**src/rtl/fpa_controller_if.sv**
```systemverilog
// Handshake and strobe bundle between the FP-add controller and its datapath.
// master = controller (drives strobes), slave = datapath (drives status flags).
interface fpa_controller_if #(
    parameter int CNT_W = 8
);
    logic             start;
    logic             exp_lt;
    logic [CNT_W-1:0] exp_diff;
    logic             cnt_complete;
    logic             sum_zero;
    logic             sum_ovf;
    logic             mant_msb;

    logic             busy;
    logic             done;
    logic             ld_ops;
    logic             swap;
    logic             ld_cnt;
    logic             cnt_en;
    logic             flush_small;
    logic             sh_align;
    logic             ld_sum;
    logic             sh_norm_r;
    logic             sh_norm_l;
    logic             rnd_add;
    logic             ld_res;

    modport master (
        input  start, exp_lt, exp_diff, cnt_complete, sum_zero, sum_ovf, mant_msb,
        output busy, done, ld_ops, swap, ld_cnt, cnt_en, flush_small, sh_align,
               ld_sum, sh_norm_r, sh_norm_l, rnd_add, ld_res
    );

    modport slave (
        output start, exp_lt, exp_diff, cnt_complete, sum_zero, sum_ovf, mant_msb,
        input  busy, done, ld_ops, swap, ld_cnt, cnt_en, flush_small, sh_align,
               ld_sum, sh_norm_r, sh_norm_l, rnd_add, ld_res
    );
endinterface

```
**src/rtl/fpa_controller.sv**
```systemverilog
// Sequencing FSM for a floating-point adder: load, compare, align, add, normalise, done.
// Define FPA_CTRL_ROUND_EN to add a single rounding pass followed by renormalisation.
module fpa_controller #(
    parameter int CNT_W     = 8,
    parameter int MAX_SHIFT = 24
) (
    input  logic                 clk,
    input  logic                 rst,
    fpa_controller_if.master     bus
);

    localparam logic [CNT_W-1:0] MAX_SHIFT_C = CNT_W'(MAX_SHIFT);

`ifdef FPA_CTRL_ROUND_EN
    typedef enum logic [2:0] {
        S_IDLE, S_LOAD, S_CMP, S_ALIGN, S_ADD, S_NORM, S_ROUND, S_DONE
    } state_t;
`else
    typedef enum logic [2:0] {
        S_IDLE, S_LOAD, S_CMP, S_ALIGN, S_ADD, S_NORM, S_DONE
    } state_t;
`endif

    state_t           state_q, state_d;
    logic [CNT_W-1:0] norm_cnt_q, norm_cnt_d;
`ifdef FPA_CTRL_ROUND_EN
    logic             rnd_done_q, rnd_done_d;
`endif

    logic done_o, ld_ops_o, swap_o, ld_cnt_o, cnt_en_o, flush_small_o, sh_align_o;
    logic ld_sum_o, sh_norm_r_o, sh_norm_l_o, rnd_add_o, ld_res_o;

    always_ff @(posedge clk or posedge rst) begin
        if (rst) begin
            state_q    <= S_IDLE;
            norm_cnt_q <= '0;
`ifdef FPA_CTRL_ROUND_EN
            rnd_done_q <= 1'b0;
`endif
        end else begin
            state_q    <= state_d;
            norm_cnt_q <= norm_cnt_d;
`ifdef FPA_CTRL_ROUND_EN
            rnd_done_q <= rnd_done_d;
`endif
        end
    end

    always_comb begin
        state_d       = state_q;
        norm_cnt_d    = norm_cnt_q;
`ifdef FPA_CTRL_ROUND_EN
        rnd_done_d    = rnd_done_q;
`endif
        done_o        = 1'b0;
        ld_ops_o      = 1'b0;
        swap_o        = 1'b0;
        ld_cnt_o      = 1'b0;
        cnt_en_o      = 1'b0;
        flush_small_o = 1'b0;
        sh_align_o    = 1'b0;
        ld_sum_o      = 1'b0;
        sh_norm_r_o   = 1'b0;
        sh_norm_l_o   = 1'b0;
        rnd_add_o     = 1'b0;
        ld_res_o      = 1'b0;

        case (state_q)
            S_IDLE: begin
                if (bus.start) state_d = S_LOAD;
            end
            S_LOAD: begin
                ld_ops_o = 1'b1;
                state_d  = S_CMP;
            end
            S_CMP: begin
                swap_o   = bus.exp_lt;
                ld_cnt_o = 1'b1;
                if (bus.exp_diff == '0) begin
                    state_d = S_ADD;
                end else if (bus.exp_diff >= MAX_SHIFT_C) begin
                    // Smaller operand is shifted out entirely; skip alignment.
                    flush_small_o = 1'b1;
                    state_d       = S_ADD;
                end else begin
                    state_d = S_ALIGN;
                end
            end
            S_ALIGN: begin
                // Shift on the completing cycle too, so exactly exp_diff shifts occur.
                sh_align_o = 1'b1;
                cnt_en_o   = 1'b1;
                if (bus.cnt_complete) state_d = S_ADD;
            end
            S_ADD: begin
                ld_sum_o   = 1'b1;
                norm_cnt_d = '0;
`ifdef FPA_CTRL_ROUND_EN
                rnd_done_d = 1'b0;
`endif
                state_d    = S_NORM;
            end
            S_NORM: begin
                if (bus.sum_zero) begin
                    state_d = S_DONE;
                end else if (bus.sum_ovf) begin
                    sh_norm_r_o = 1'b1;
                end else if (!bus.mant_msb && (norm_cnt_q < MAX_SHIFT_C)) begin
                    sh_norm_l_o = 1'b1;
                    norm_cnt_d  = norm_cnt_q + CNT_W'(1);
                end else begin
`ifdef FPA_CTRL_ROUND_EN
                    state_d = rnd_done_q ? S_DONE : S_ROUND;
`else
                    state_d = S_DONE;
`endif
                end
            end
`ifdef FPA_CTRL_ROUND_EN
            S_ROUND: begin
                // Rounding can carry out, so the result goes back through NORM once.
                rnd_add_o  = 1'b1;
                rnd_done_d = 1'b1;
                state_d    = S_NORM;
            end
`endif
            S_DONE: begin
                ld_res_o = 1'b1;
                done_o   = 1'b1;
                state_d  = S_IDLE;
            end
            default: state_d = S_IDLE;
        endcase
    end

    assign bus.busy        = (state_q != S_IDLE);
    assign bus.done        = done_o;
    assign bus.ld_ops      = ld_ops_o;
    assign bus.swap        = swap_o;
    assign bus.ld_cnt      = ld_cnt_o;
    assign bus.cnt_en      = cnt_en_o;
    assign bus.flush_small = flush_small_o;
    assign bus.sh_align    = sh_align_o;
    assign bus.ld_sum      = ld_sum_o;
    assign bus.sh_norm_r   = sh_norm_r_o;
    assign bus.sh_norm_l   = sh_norm_l_o;
    assign bus.rnd_add     = rnd_add_o;
    assign bus.ld_res      = ld_res_o;

endmodule

```
**src/flat_wrapper.sv**
```systemverilog
// flat-port wrapper written by rule: the top's interface ports become plain ports
module fpa_controller_flat 
#(
    parameter int CNT_W     = 8,
    parameter int MAX_SHIFT = 24
)
  (clk, rst, bus_start, bus_exp_lt, bus_exp_diff, bus_cnt_complete, bus_sum_zero, bus_sum_ovf, bus_mant_msb, bus_busy, bus_done, bus_ld_ops, bus_swap, bus_ld_cnt, bus_cnt_en, bus_flush_small, bus_sh_align, bus_ld_sum, bus_sh_norm_r, bus_sh_norm_l, bus_rnd_add, bus_ld_res);
  fpa_controller_if #(.CNT_W(CNT_W)) bus_i ();
  input  logic clk;
  input  logic rst;
  input wire logic [$bits(bus_i.start)-1:0] bus_start;
  input wire logic [$bits(bus_i.exp_lt)-1:0] bus_exp_lt;
  input wire logic [$bits(bus_i.exp_diff)-1:0] bus_exp_diff;
  input wire logic [$bits(bus_i.cnt_complete)-1:0] bus_cnt_complete;
  input wire logic [$bits(bus_i.sum_zero)-1:0] bus_sum_zero;
  input wire logic [$bits(bus_i.sum_ovf)-1:0] bus_sum_ovf;
  input wire logic [$bits(bus_i.mant_msb)-1:0] bus_mant_msb;
  output wire logic [$bits(bus_i.busy)-1:0] bus_busy;
  output wire logic [$bits(bus_i.done)-1:0] bus_done;
  output wire logic [$bits(bus_i.ld_ops)-1:0] bus_ld_ops;
  output wire logic [$bits(bus_i.swap)-1:0] bus_swap;
  output wire logic [$bits(bus_i.ld_cnt)-1:0] bus_ld_cnt;
  output wire logic [$bits(bus_i.cnt_en)-1:0] bus_cnt_en;
  output wire logic [$bits(bus_i.flush_small)-1:0] bus_flush_small;
  output wire logic [$bits(bus_i.sh_align)-1:0] bus_sh_align;
  output wire logic [$bits(bus_i.ld_sum)-1:0] bus_ld_sum;
  output wire logic [$bits(bus_i.sh_norm_r)-1:0] bus_sh_norm_r;
  output wire logic [$bits(bus_i.sh_norm_l)-1:0] bus_sh_norm_l;
  output wire logic [$bits(bus_i.rnd_add)-1:0] bus_rnd_add;
  output wire logic [$bits(bus_i.ld_res)-1:0] bus_ld_res;
  assign bus_i.start = bus_start;
  assign bus_i.exp_lt = bus_exp_lt;
  assign bus_i.exp_diff = bus_exp_diff;
  assign bus_i.cnt_complete = bus_cnt_complete;
  assign bus_i.sum_zero = bus_sum_zero;
  assign bus_i.sum_ovf = bus_sum_ovf;
  assign bus_i.mant_msb = bus_mant_msb;
  assign bus_busy = bus_i.busy;
  assign bus_done = bus_i.done;
  assign bus_ld_ops = bus_i.ld_ops;
  assign bus_swap = bus_i.swap;
  assign bus_ld_cnt = bus_i.ld_cnt;
  assign bus_cnt_en = bus_i.cnt_en;
  assign bus_flush_small = bus_i.flush_small;
  assign bus_sh_align = bus_i.sh_align;
  assign bus_ld_sum = bus_i.ld_sum;
  assign bus_sh_norm_r = bus_i.sh_norm_r;
  assign bus_sh_norm_l = bus_i.sh_norm_l;
  assign bus_rnd_add = bus_i.rnd_add;
  assign bus_ld_res = bus_i.ld_res;
  fpa_controller #(.CNT_W(CNT_W), .MAX_SHIFT(MAX_SHIFT)) u_core (.clk(clk), .rst(rst), .bus(bus_i));
endmodule
```
**config.mk**
```make
export PLATFORM = sky130hd
export DESIGN_NAME = fpa_controller_flat
export DESIGN_NICKNAME = d
export VERILOG_FILES = /design/src/rtl/fpa_controller_if.sv /design/src/rtl/fpa_controller.sv /design/src/flat_wrapper.sv
export SDC_FILE = /design/constraint.sdc
export NUM_CORES = 1
export LEC_CHECK = 0
export ABC_CLOCK_PERIOD_IN_PS = 3330
export CAP_MARGIN = 10
export CORE_MARGIN = 4
export CORE_UTILIZATION = 44
export CTS_CLUSTER_SIZE = 12
export DETAILED_ROUTE_END_ITERATION = 7
export PLACE_DENSITY = 0.83
export SLEW_MARGIN = 20
export SYNTH_ARGS = -nofsm -noshare
export SYNTH_HDL_FRONTEND = slang
export SYNTH_SLANG_ARGS = --single-unit
```
**constraint.sdc**
```tcl
create_clock -name clk -period 3.33 [get_ports clk]
set_input_delay 0.999 -clock clk [delete_from_list [all_inputs] [get_ports clk]]
set_output_delay 0.999 -clock clk [all_outputs]
set_load 0.05 [all_outputs]
```
==> summary.md <==
| Metric | Value |
|---|---|
| Htree depth | 1 |
| Worst VDD drop | 0.443 mV |
| Met2 GRT Util | 0.286 |
| Max-slew headroom | 0.666 |
| Ranking of synthesized cells by area | dfrtp_1, buf_4, nor2_1, nor2b_1, inv_1 |
| Bufs on Longest Clock Path | 2 |
| Syn_area_per_cell | 9.39 sq um |
| Synth Register Bits | 11 |
| All-Layer GR Usage | 0.174 |
| Sequential-to-total area share from yosys stat | 0.401 |
| Root buf cell | clkbuf_4 |
| Min-delay src | u_core.norm_cnt_q[4]$_DFFE_PP0P_ |
| Reg2Reg Setup Slack | 1780 ps |
| Via density | 5.59 |
| Grt met3 use | 0.0489 |
| Largest fanout on the critical path | 5 |
| Fin. max-slew vios | 0 |
| Fin worst setup slack | 84.0 ps |
| N_diodes | 0 |
| Req. time, crit path | 2330 ps |
| Site Rows | 13 |
| Final setup fails | 0 |
| Most common cell after layout, fill and taps aside | clkdlybuf4s50_1 |
| Worst setup path start | bus_sum_zero |
| PortBufs | 27 |
| Post-CTS Resized | 0 |
| Post-synth EDFFs | 0 |
| Area Growth Syn to Fin | 47.8% |
| Leakage | 0.000439 uW |
| Synthesized instance count | 73 |
| Adder-cell share of the synthesized area | 0.0182 |
| Yosys top cell area share | 0.401 |
| Post-synthesis async set-or-reset flop share | 1.00 |
| Tightest Pin Transition | 500 ps |
| Max Cap Viol | 0 |
| Initial antenna violation count | 0 |
| Routing usage on met1 | 0.215 |
| Setup slack at placement | 99.2 ps |
| Setup TNS | 0 ps |
| I/O pin cnt | 29 |
| DR pass1 iterations | 4 |
| Final hold viol count | 0 |
| Clock Latency Late Sink | 270 ps |
| Yosys Warn Count | 0 |
| Post-CTS Setup Bufs | 0 |
| Hold path depth | 2 |
| CP Class | input pin to output pin |
| Setup crit end kind | output pin |
| Vias in the first global route | 611 |
| Main combinational cell family by area after synthesis | simple AND/OR/NAND/NOR gates |
| CTS tree | yes |
| Max Freq | 308 MHz |
| Most frequent cells in the layout | clkdlybuf4s50_1, dfrtp_1, nor2_1 |
| Outcome | complete, no violations |
| Antenna viol nets, final | 0 |
| Post-synthesis mux area share | 0 |
| Worst hold endpoint | u_core.norm_cnt_q[4]$_DFFE_PP0P_ |
| Synth Flop Type | dfrtp_1 |
| Crit path DAT | 2250 ps |
| GP Congestion | 0.755 |
| Dpl hpwl | 1420 um |
| Pwr dens | 684 mW/mm^2 |
| Total global routing overflow | 0 |
| Clock buffer count from CTS | 3 |
| Routed WL | 1710 um |
| Reg-to-Reg Start | u_core.norm_cnt_q[7]$_DFFE_PP0P_ |
| Filler Cells Inserted | 106 |
| Top Usage Layer GRT | met2 |
| Synth Area in XOR/XNOR | 0 |
| R2R depth | 4 |
| Layout Skew | 3.90 ps |
| Synth Area in Simple Gates | 0.321 |
| Die Area | 0.00225 sq mm |
| TritonCTS Sinks | 11 |
| WL/cell | 14.6 um |
| Crit start category | input pin |
| Die X | 47.5 um |
| First-pass GRT wire length | 2730 um |
| DR iter-0 viols | 11 |
| Die Y | 47.5 um |
| Hold Path Class | flop to flop |
| Clock slew at reported path FFs | 70 ps |
| DR vias | 654 |
| Post-route minimum period | 3250 ps |
| Fin nets | 120 |
| Area leader, netlist | dfrtp_1 |
| Initial core utilization | 0.496 |
| Synthesized area | 686 sq um |
| Layout cells sized above 1 | 0.147 |
| Core area | 0.00138 sq mm |
| Post-CTS Hold Fix Bufs | 0 |
| Synth cell types | 30 |
| Post-synthesis compound-gate area fraction | 0.177 |
| RSZ-0062 raised after global routing | no |
| Post-synthesis net count | 90 |
| Worst reg2reg path endpoint | u_core.norm_cnt_q[3]$_DFFE_PP0P_ |
| Remaining DRCs | 0 |
| Tcrit/Tclk final | 0.975 |
| Pin count of the biggest net entering global routing | 12 |
==> cell families after synthesis <==
group	Yosys count
adders and majority gates	1
AOI/OAI and AO/OA	16
and+or+nand+nor	34
other	1
DFF	11
buffers and inverters	10
==> through the flow <==
step,utilization,total power (uW),std cells,instance area [sq um],hold WS (ps)
6_report,0.733,693,117,1010,523
5_1_grt,0.733,736,117,1010,562
4_1_cts,0.733,698,117,1010,530
3_5_place_dp,0.714,608,113,987,514
3_3_place_gp,0.714,600,113,987,487
2_1_floorplan,-,475,73,686,466
==> Yosys cell counts, types with 2 or more instances <==
cell type / n
dfrtp_1: 11
nor2_1: 7
inv_1: 6
nand2_1: 6
buf_4: 4
nor2b_1: 4
o21ai_0: 4
a21oi_1: 3
and2_1: 3
or3_1: 3
nand2b_1: 2
nor3_1: 2
==> how the worst max path moves through the flow <==
stage                      end  slack, ps  cells past startpoint
6_report         bus_sh_norm_l         80                      5
3_3_place_gp     bus_sh_norm_l        120                      5
5_1_grt          bus_sh_norm_l         40                      5
3_5_place_dp     bus_sh_norm_l        100                      5
4_1_cts          bus_sh_norm_l         90                      5
2_1_floorplan  bus_flush_small        210                      2
==> final cells by class <==
cell class	instances	area, sq um	area share
multi-input cells	52	358	0.353
repair buffers	29	313	0.309
flip-flops and latches	11	275	0.272
clock buffers	4	26.3	0.0259
inverters	6	22.5	0.0222
well taps	15	18.8	0.0185
==> per-layer routing <==
layer	vias to the layer above	wire, um
li1	314	-
met1	309	713
met3	4	149
met2	27	819
met4	0	23
met5	-	0
==> worst max-delay path, stage by stage <==
cell and delay, ps:
clkdlybuf4s50_1 440, and4bb_4 380, nand4_4 120, inv_1 150
buf_12 150
==> registers in the layout (all words and copies together) (netlist names) <==
register / flops
u_core.norm_cnt_q: 8
u_core.state_q: 3
==> where the power goes <==
part	total, uW	internal [uW]	switching [uW]
Sequential	199	157	41.7
Combinational	406	154	252
Clock	88.8	46.4	42.4
Total	693	357	336
(Power assumes the default switching activity.)
